## src/rtl/btn_pkg.sv

```systemverilog
// Shared types and default timing constants for the user-button conditioner.
package btn_pkg;

    // 2 s hold at 48 MHz
    localparam int unsigned DEFAULT_DEBOUNCE_CYCLES   = 480000;
    localparam int unsigned DEFAULT_LONG_PRESS_CYCLES = 96000000;

    typedef enum logic [1:0] {
        IDLE,
        PRESSED,
        LONG_HELD
    } btn_state_t;

endpackage : btn_pkg

```

## src/rtl/btn_debounce.sv

```systemverilog
// Synchronizes the raw button pin, normalizes polarity and filters bounce.
// rise_c/fall_c flag the cycle in which the filtered level is about to change,
// so downstream registered logic updates on the same edge as stable.
module btn_debounce
    import btn_pkg::*;
#(
    parameter int unsigned DEBOUNCE_CYCLES = DEFAULT_DEBOUNCE_CYCLES,
    parameter bit          ACTIVE_LOW      = 1'b1
) (
    input  logic clk48,
    input  logic rst,
    input  logic btn_raw,
    output logic stable,
    output logic rise_c,
    output logic fall_c
);

    localparam int unsigned CNT_W = $clog2(DEBOUNCE_CYCLES);
    localparam logic [CNT_W-1:0] CNT_LAST = CNT_W'(DEBOUNCE_CYCLES - 1);

    logic             s1_q, s1_d;
    logic             s2_q, s2_d;
    logic             stable_q, stable_d;
    logic [CNT_W-1:0] cnt_q, cnt_d;
    logic             synced;
    logic             accept;

    // Two-flop synchronizer feeding a persistence counter.
    always_comb begin
        s1_d     = btn_raw;
        s2_d     = s1_q;
        synced   = s2_q ^ ACTIVE_LOW;
        stable_d = stable_q;
        cnt_d    = '0;
        accept   = 1'b0;
        if (synced != stable_q) begin
            if (cnt_q == CNT_LAST) begin
                accept   = 1'b1;
                stable_d = synced;
            end else begin
                cnt_d = cnt_q + CNT_W'(1);
            end
        end
    end

    // Sync flops reset to the released pin level so reset never looks like a press.
    always_ff @(posedge clk48) begin
        if (rst) begin
            s1_q     <= ACTIVE_LOW;
            s2_q     <= ACTIVE_LOW;
            stable_q <= 1'b0;
            cnt_q    <= '0;
        end else begin
            s1_q     <= s1_d;
            s2_q     <= s2_d;
            stable_q <= stable_d;
            cnt_q    <= cnt_d;
        end
    end

    assign stable = stable_q;
    assign rise_c = accept & synced;
    assign fall_c = accept & ~synced;

endmodule : btn_debounce

```

## src/rtl/btn_conditioner.sv

```systemverilog
// Turns the OrangeCrab user button into a debounced level plus one-cycle
// press, release, short-press and long-press events.
module btn_conditioner
    import btn_pkg::*;
#(
    parameter int unsigned DEBOUNCE_CYCLES   = DEFAULT_DEBOUNCE_CYCLES,
    parameter int unsigned LONG_PRESS_CYCLES = DEFAULT_LONG_PRESS_CYCLES,
    parameter bit          ACTIVE_LOW        = 1'b1
) (
    input  logic clk48,
    input  logic rst,
    input  logic btn_raw,
    output logic btn_level,
    output logic press_pulse,
    output logic release_pulse,
    output logic short_press,
    output logic long_press
);

    localparam int unsigned HOLD_W = $clog2(LONG_PRESS_CYCLES + 1);
    localparam logic [HOLD_W-1:0] HOLD_LAST = HOLD_W'(LONG_PRESS_CYCLES - 1);

    logic              stable;
    logic              rise_c;
    logic              fall_c;

    btn_state_t        state_q, state_d;
    logic [HOLD_W-1:0] hold_q, hold_d;
    logic              press_q, press_d;
    logic              release_q, release_d;
    logic              short_q, short_d;
    logic              long_q, long_d;

    btn_debounce #(
        .DEBOUNCE_CYCLES (DEBOUNCE_CYCLES),
        .ACTIVE_LOW      (ACTIVE_LOW)
    ) u_debounce (
        .clk48   (clk48),
        .rst     (rst),
        .btn_raw (btn_raw),
        .stable  (stable),
        .rise_c  (rise_c),
        .fall_c  (fall_c)
    );

    // Press/hold FSM; a release in the threshold cycle wins over long_press.
    always_comb begin
        state_d   = state_q;
        hold_d    = hold_q;
        press_d   = 1'b0;
        release_d = 1'b0;
        short_d   = 1'b0;
        long_d    = 1'b0;
        case (state_q)
            IDLE: begin
                if (rise_c) begin
                    press_d = 1'b1;
                    hold_d  = '0;
                    state_d = PRESSED;
                end
            end
            PRESSED: begin
                if (fall_c) begin
                    release_d = 1'b1;
                    short_d   = 1'b1;
                    state_d   = IDLE;
                end else if (hold_q == HOLD_LAST) begin
                    long_d  = 1'b1;
                    state_d = LONG_HELD;
                end else begin
                    hold_d = hold_q + HOLD_W'(1);
                end
            end
            LONG_HELD: begin
                // hold counter frozen here so long_press fires once per press
                if (fall_c) begin
                    release_d = 1'b1;
                    state_d   = IDLE;
                end
            end
            default: begin
                state_d = IDLE;
            end
        endcase
    end

    // State, hold counter and registered event pulses.
    always_ff @(posedge clk48) begin
        if (rst) begin
            state_q   <= IDLE;
            hold_q    <= '0;
            press_q   <= 1'b0;
            release_q <= 1'b0;
            short_q   <= 1'b0;
            long_q    <= 1'b0;
        end else begin
            state_q   <= state_d;
            hold_q    <= hold_d;
            press_q   <= press_d;
            release_q <= release_d;
            short_q   <= short_d;
            long_q    <= long_d;
        end
    end

    assign btn_level     = stable;
    assign press_pulse   = press_q;
    assign release_pulse = release_q;
    assign short_press   = short_q;
    assign long_press    = long_q;

endmodule : btn_conditioner

```

## config.mk

```make
export PLATFORM = sky130hd
export DESIGN_NAME = btn_conditioner
export DESIGN_NICKNAME = d
export VERILOG_FILES = /design/src/rtl/btn_pkg.sv /design/src/rtl/btn_debounce.sv /design/src/rtl/btn_conditioner.sv
export SDC_FILE = /design/constraint.sdc
export NUM_CORES = 1
export LEC_CHECK = 0
export ABC_CLOCK_PERIOD_IN_PS = 3300
export BUFFER_PORTS_ARGS = -buffer_cell sky130_fd_sc_hd__buf_2
export CORE_MARGIN = 3
export CORE_UTILIZATION = 60
export DETAILED_ROUTE_END_ITERATION = 8
export GPL_TIMING_DRIVEN = 0
export PLACE_DENSITY = 0.82
export SLEW_MARGIN = 10
export SYNTH_ARGS = -nofsm -noshare
export SYNTH_HDL_FRONTEND = slang
export SYNTH_SLANG_ARGS = --single-unit
export TNS_END_PERCENT = 30
```

## constraint.sdc

```tcl
create_clock -name clk48 -period 3.3 [get_ports clk48]
set_input_delay 0 -clock clk48 [delete_from_list [all_inputs] [get_ports clk48]]
set_output_delay 0 -clock clk48 [all_outputs]
set_load 0.005 [all_outputs]
```

==> impl_results.md, run 1 <==
* Status: complete, no violations
* Min cycle time layout at around 2.8 ns
* Sw power at roughly 0.25 mW
* Reg power frac at between 50% and 60%
* Cell variety after synth at 57
* Post-CTS setup buffers at 0
* CTS Root Cell: clkbuf_8
* Clock sink count at 55
* CTS tree: built
* Total power at around 1.2 mW
* Placed Cells at ~400
* Yosys top cell area share at a little under two fifths
* CTS buffer count at 5
* Comb pwr share at 1.9%
* Async SR Flop Fraction at 0%
* Vias per std cell at 6.598
* Die area at 5688 µm²
* # diodes at 0
* Final Non-Filler Cells at approximately 410
* Number of hold violations in the final report at 0
* Ranking of synthesized cells by area: dfxtp_1 (38%), nand3_1 (4.7%), nor2_1 (4.7%), nand2_1 (4.0%), xor2_1 (3.6%)
* Fin Clk Skew at around 0.012 ns
* Final setup viols at 0
* Core Area at 4504 µm²
* Worst setup margin at 0.5413 ns
* Top FF cell, synth: dfxtp_1
* Combinational family with the most area after synthesis: simple AND/OR/NAND/NOR gates
* Post-synth EDFFs at 0
* Core Rows at 24
* Tcrit/Tclk final at a little over four fifths
* Sw frac at a little over a fifth
* Critical path startpoint category: register
* Hold WC Path Type: in2reg
* Htree depth at 2
* Max-cap violation count at 0
* Reg2reg start: u_debounce.cnt_q[15]
* Gr ovfl total at 0
* Area growth from synthesis to layout at 7.832%
* Yosys reg bits at 55
* Initial antenna violation count at 0
* Drc violations at 0
* Starting Density at roughly 64%
* Setup tns final at 0 ns
* Post-layout util at a little under 70%
* Worst-Margin Slew at between 0.6 and 0.7 ns
* Starting DRT DRC Count at about 450
* Port Buffer Count at 7
* Post-DP HPWL at around 5 mm
* Post-route ant nets at 0
* Hold Path Stages at 4
* Wirelength, routed at between 7 and 8 mm
* Power per cell area at around 370 nW/µm²
* Reg2reg setup slack at 0.54 ns
* Die Wd at about 75 µm
* Synthesized-area fraction occupied by adder cells at around 2.2%
* Drt pass-1 iters at 5
* Critical path class: reg2reg
* Wirelength per Cell at 17.44 µm
* Design area at 3118 µm²
* Slew HR at a little over half
* CP arrival at approximately 3.0 ns
* CTS clk-pin slew, worst paths at about 0.11 ns
* Crit-path max FO at 10
* XOR/XNOR share of the synthesized area at under 10%
* Syn_area_per_cell at around 8.4 µm²
* I/O Pins at 8
* Worst setup EP type: register
* Fraction of layout cells with a size suffix above 1 at about a tenth
* Post-Syn Area at about 2900 µm²
* Yosys top cell by area: dfxtp_1
* Worst hold margin at 0.1611 ns
* Simple-gate portion of the synthesized area at 31.16%
* Seq/Total Area, Yosys at roughly two fifths
* Syn Nets at 353
* Fillers at 360
* Peak supply drop at between 300 and 400 µV
* Clock Path Buffers at 2
* Post-DP Area at around 3000 µm²
* Hold bufs inserted after CTS at 1
* Dpl ws at 0.6023 ns
* Routability cong. at between 0.8 and 0.9
* Post-synthesis compound-gate area fraction at a little under a fifth
* Reg-to-reg endpoint: hold_q[23]
* Critical Path RT at ~3.5 ns
* Pin count of the biggest net entering global routing at 19
* Hold_sp: rst
* Min-Delay Endpoint: hold_q[12]
* Fmax at about 360 MHz
* Number of global-route vias before repair at 2507
* Wire length of the first global-routing pass at approximately 12 mm
* Internal at approximately 0.9 mW
* Clk pwr share at roughly 40%
* Static leakage at ~1.1 nW
* GRT Total Usage at between 20 and 30%
* CTS resizes at 0
* DR vias at around 2700
* Fin. max-slew vios at 0
* Clock latency on the worst-skew pair at 0.32 ns
* Synth Warn # at 0
* R2R cell count at 7
* Nets at about 370
* Cells after synthesis at 345
* RSZ-0062 raised after global routing: false
* Post-synthesis mux area share at 0.7789%
* Chip Height at between 70 and 80 µm
==> power groups by stage <==
stage / Clock, mW / Sequential (mW) / Combinational, mW
finish: 0.465 / 0.669 / 0.0216
detailed placement: 0 / 0.684 / 0.0200
global route: 0.493 / 0.669 / 0.0229
CTS: 0.474 / 0.669 / 0.0212
floorplan: 0 / 0.683 / 0.0125
global placement: 0 / 0.684 / 0.0191
==> worst max-delay path, cell delays in order (launching register included) <==
cell and delay, ns:
dfxtp_1 0.35, or4b_1 0.53, or4_4 0.56, o21ai_4 0.27
nor2_1 0.22, clkbuf_1 0.33, o21ai_0 0.25, o41ai_1 0.11
==> registers in the layout, indices dropped and copies added, names as in the netlist <==
register / cells
short_press: 1
u_debounce.cnt_q: 19
release_pulse: 1
state_q: 2
press_pulse: 1
hold_q: 27
u_debounce.stable: 1
long_press: 1
u_debounce.s1_q: 1
u_debounce.s2_q: 1
==> layout make-up <==
class	instances	area (µm²)	share of cell area [%]
multi-input combinational	270	1684	54.01
sequential	55	1101	35.31
buffer	11	72.57	2.327
clock buffer	5	68.82	2.207
tap	52	65.06	2.087
clock inverter	3	47.55	1.525
timing repair buffer	8	45.04	1.445
inverter	9	33.78	1.083
==> layout by cell type, fill, tap and decap left out, drive strengths merged, types with 2 or more instances in the layout <==
master / Yosys / layout
dfxtp: 55 / 55
nor2: 36 / 36
nand2: 32 / 32
nand3: 27 / 27
o21ai: 24 / 24
and3: 15 / 15
a21oi: 13 / 13
xor2: 12 / 12
buf: 5 / 12
clkbuf: 6 / 11
nand4: 10 / 10
a31oi: 9 / 9
inv: 8 / 9
nor3: 8 / 8
o41ai: 8 / 8
and4: 7 / 7
nor4: 6 / 6
and2: 6 / 6
xnor2: 5 / 5
ha: 5 / 5
or2: 4 / 4
nand2b: 3 / 3
a211o: 3 / 3
or3: 3 / 3
a41oi: 3 / 3
o31ai: 3 / 3
nand4b: 2 / 2
and4b: 2 / 2
nor4bb: 2 / 2
nor3b: 2 / 2
o22a: 2 / 2
mux2: 2 / 2
or4: 2 / 2
clkinv: 1 / 2
o211ai: 2 / 2
==> cells in the mapped netlist (2+ instances only) <==
cell type  number
or2_2           4
nor4_1          6
nor4bb_1        2
nor3_1          8
nand3_1        27
nand4b_1        2
o31ai_1         2
o41ai_1         8
o21ai_0        11
mux2_2          2
a211o_1         3
clkbuf_1        6
nand4_1        10
o21ai_1        11
and2_1          5
nor3b_1         2
nand2_1        31
inv_1           7
ha_1            5
nand2b_1        3
xor2_1         12
and4_1          7
nor2_1         36
a41oi_1         3
or3_1           3
dfxtp_1        55
and3_1         15
a21oi_1        13
buf_6           4
o22a_1          2
xnor2_1         5
a31oi_1         9
and4b_1         2
==> cell families (layout without fill, tap and decap cells) <==
group           Yosys count  count (layout)
compound gates           77              77
xor+xnor                 17              17
fa+ha+maj                 5               5
buf+inv                  20              36
flops                    55              55
mux                       2               2
simple gates            169             169
==> worst max path at each step <==
stage / start / end
2_1_floorplan: u_debounce.cnt_q[15] / hold_q[9]
3_3_place_gp: u_debounce.cnt_q[15] / hold_q[23]
3_5_place_dp: u_debounce.cnt_q[15] / hold_q[20]
4_1_cts: u_debounce.cnt_q[15] / hold_q[20]
5_1_grt: u_debounce.cnt_q[15] / hold_q[4]
6_report: u_debounce.cnt_q[15] / hold_q[23]
==> metal layers <==
layer / track usage [%] / part of all wire [%] / routed length (µm) / up-vias
met2: 45.64 / 49 / 3516 / 115
met1: 33.58 / 43 / 3087 / 1277
li1: - / - / - / 1315
met3: 5.013 / 6.3 / 455 / 18
met4: 10.68 / 2.0 / 141 / 0
met5: 0 / 0 / 0 / -
Power figures use the tool's default switching activity.
==> inputs of run 2 (changes only) <==
ABC_CLOCK_PERIOD_IN_PS = 2350   (was 3300)
CORE_UTILIZATION = 56   (was 60)
PLACE_DENSITY = 0.81   (was 0.82)
clock period = 2.35 ns   (was 3.3 ns; I/O delays follow)
==> run 2 against run 1 <==
Effect of this change: the flow now finishes with violations (setup timing); cell count increased by 6.8%; global-route usage is 1.1 points higher; hold slack got worse by 0.056 ns; sequential cell count unchanged; fmax rose by 13%; via count increased by 6.8%; largest cell class unchanged; largest power group unchanged.
==> impl_results.md, run 2 (same netlist as run 1, synthesis figures left out) <==
* Status: finished with violations (was complete, no violations)
* Failing checks: setup timing
* CP arrival at 2.66 ns (was 2.95 ns)
* Critical Path RT at 2.56 ns (was 3.49 ns)
* Placed Cells at 419 (was 404)
* Post-layout util at 72.70% (was 69.22%)
* Most common cell after layout, fill and taps aside: dfxtp_1 (unchanged)
* Final setup viols at 22 (was 0)
* Wire length of the first global-routing pass at 13.40 mm (was 11.79 mm)
* DR vias at 2911 (was 2725)
* Final Non-Filler Cells at 441 (was 413)
* Post-DP HPWL at 5.053 mm (was 5.013 mm)
* Fraction of layout cells with a size suffix above 1 at 22.73% (was 9.418%)
* Clock latency on the worst-skew pair at 0.32 ns (about the same)
* Wl on met1 at 3.174 mm (was 3.087 mm)
* Wirelength, routed at 8.171 mm (was 7.201 mm)
* Highest metal used: met4 (unchanged)
* Pin count of the biggest net entering global routing at 17 (was 19)
* Core Area at 4848 µm² (was 4504 µm²)
* Nets at 381 (was 368)
* Post-DP Area at 3010 µm² (was 2992 µm²)
* CTS tree: built (unchanged)
* I/O Pins at 8 (unchanged)
* Fmax at 408.1 MHz (was 362.5 MHz)
* Critical path startpoint category: register (unchanged)
* Hold_sp: rst (unchanged)
* Starting DRT DRC Count at 347 (was 453)
* Max-cap violation count at 0 (unchanged)
* GRT Total Usage at 27.96% (was 26.86%)
* Die area at 6061 µm² (was 5688 µm²)
* Largest regs: hold_q (27), u_debounce.cnt_q (19), state_q (2) (unchanged)
* WL met2 at 3.866 mm (was 3.516 mm)
* Min cycle time layout at 2.451 ns (was 2.759 ns)
* Post-route ant nets at 0 (unchanged)
* Wirelength per Cell at 18.53 µm (was 17.44 µm)
* Crit-path max FO at 6 (was 10)
* Peak supply drop at 313.3 µV (was 306.5 µV)
* Dpl ws at -0.2284 ns (was 0.6023 ns)
* Drt pass-1 iters at 5 (unchanged)
* Fin. max-slew vios at 0 (unchanged)
* Vias per std cell at 6.601 (was 6.598)
* Slew HR at 44.24% (was 53.86%)
* Power per cell area at 444.7 nW/µm² (was 370.5 nW/µm²)
* Static leakage at 1.251 nW (was 1.094 nW)
* Htree depth at 2 (unchanged)
* Fin Clk Skew at 0.007105 ns (was 0.01154 ns)
* WL met3 at 794 µm (was 455 µm)
* Area growth from synthesis to layout at 21.90% (was 7.832%)
* Clock Path Buffers at 2 (unchanged)
* Tcrit/Tclk final at 104.3% (was 83.60%)
* CTS clk-pin slew, worst paths at 0.10 ns (was 0.11 ns)
* Worst setup path start: u_debounce.cnt_q[13] (was u_debounce.cnt_q[15])
* RSZ-0062 raised after global routing: true (was false)
* Routability cong. at 0.8733 (was 0.8921)
* Reg2reg start: u_debounce.cnt_q[13] (was u_debounce.cnt_q[15])
* Gr ovfl total at 0 (unchanged)
* Drc violations at 0 (unchanged)
* Total power at 1.567 mW (was 1.155 mW)
* # diodes at 0 (unchanged)
* CTS Root Cell: clkbuf_8 (unchanged)
* Critical path class: reg2reg (unchanged)
* Hold WC Path Type: in2reg (unchanged)
* Design area at 3525 µm² (was 3118 µm²)
* Clock sink count at 55 (unchanged)
* Initial antenna violation count at 0 (unchanged)
* Core Rows at 25 (was 24)
* Starting Density at 59.64% (was 64.19%)
* CTS buffer count at 5 (unchanged)
* Largest register FFs at 27 (unchanged)
* Worst setup margin at -0.1005 ns (was 0.5413 ns)
* Number of hold violations in the final report at 0 (unchanged)
* Most frequent cells in the layout: dfxtp_1 (52), nor2_1 (34), nand2_1 (29), nand3_1 (27), and3_1 (15) (was dfxtp_1 (55), nor2_1 (36), nand2_1 (31), nand3_1 (27), and3_1 (15))
* Register bank with the most flops: hold_q (unchanged)
* Worst setup EP type: register (unchanged)
* Number of global-route vias before repair at 2816 (was 2507)
* Port Buffer Count at 7 (unchanged)
* Worst-Margin Slew at 0.8333 ns (was 0.6895 ns)
* Die Wd at 77.86 µm (was 75.42 µm)
* Chip Height at 77.86 µm (was 75.42 µm)
-- run 2: changes by cell type in the layout (fill, tap and decap cells not counted), sizes merged --
| cell | change |
|---|---|
| bufinv | -1 |
| clkinv | -1 |
| inv | -1 |
| buf | +13 |
| clkbuf | +2 |
| clkinvlp | +1 |
-- run 2: per-stage QoR --
stage	hold WS (ns)	TNS, ns
3_5_place_dp	0.1871	-3.607
2_1_floorplan	0.1038	0
6_report	0.1054	-0.9505
3_3_place_gp	0.1860	-2.333
5_1_grt	0.1469	-2.968
4_1_cts	0.1090	-2.878
-- run 2: timing repair --
action                     in CTS  in global routing
cloned                          4                  0
hold buffers                    1                  0
gates resized for setup        49                 18
pin swaps                      25                 10
setup endpoints to repair      29                 40
hold endpoints to repair        1                  0
setup buffers                  10                  1
-- run 2: metal layers --
metal	global-route usage [%]	vias up
li1	-	1347
met1	34.85	1348
met2	44.69	164
met3	6.961	52
met4	13.88	0
met5	0	-
-- run 2: report_power, final --
part | switching (mW) | leakage, nW | internal [mW]
combinational | 0.0243 | 0.756 | 0.0139
clock | 0.322 | 0.0505 | 0.269
sequential | 0.00382 | 0.445 | 0.935
total | 0.350 | 1.25 | 1.22
-- run 2: cell type report --
type	count	area, µm²
repair buffers	23	231.5
plain buffers	9	86.33
well taps	67	83.83
clock inverters	1	7.507
multi-input cells	270	1881
inverters	9	33.78
flip-flops and latches	55	1105
clock buffers	7	96.34
fillers	343	1324
-- run 2: worst max-delay path, stage by stage, from the launching register on --
cell	delay, ns
dfxtp_2	0.33
or4b_1	0.51
or4_4	0.47
o32a_1	0.38
buf_6	0.19
nand2_2	0.14
nor4_1	0.08
a211o_1	0.25
-- run 2: path summary, 6_finish.rpt --
kind | slack, ns | endpoint | depth (start not counted)
worst max-delay path | -0.10 | hold_q[25] | 7
worst min-delay path | 0.11 | hold_q[13] | 4
worst min register to register | 0.42 | u_debounce.s2_q | 1
worst max register to register | -0.10 | hold_q[25] | 7
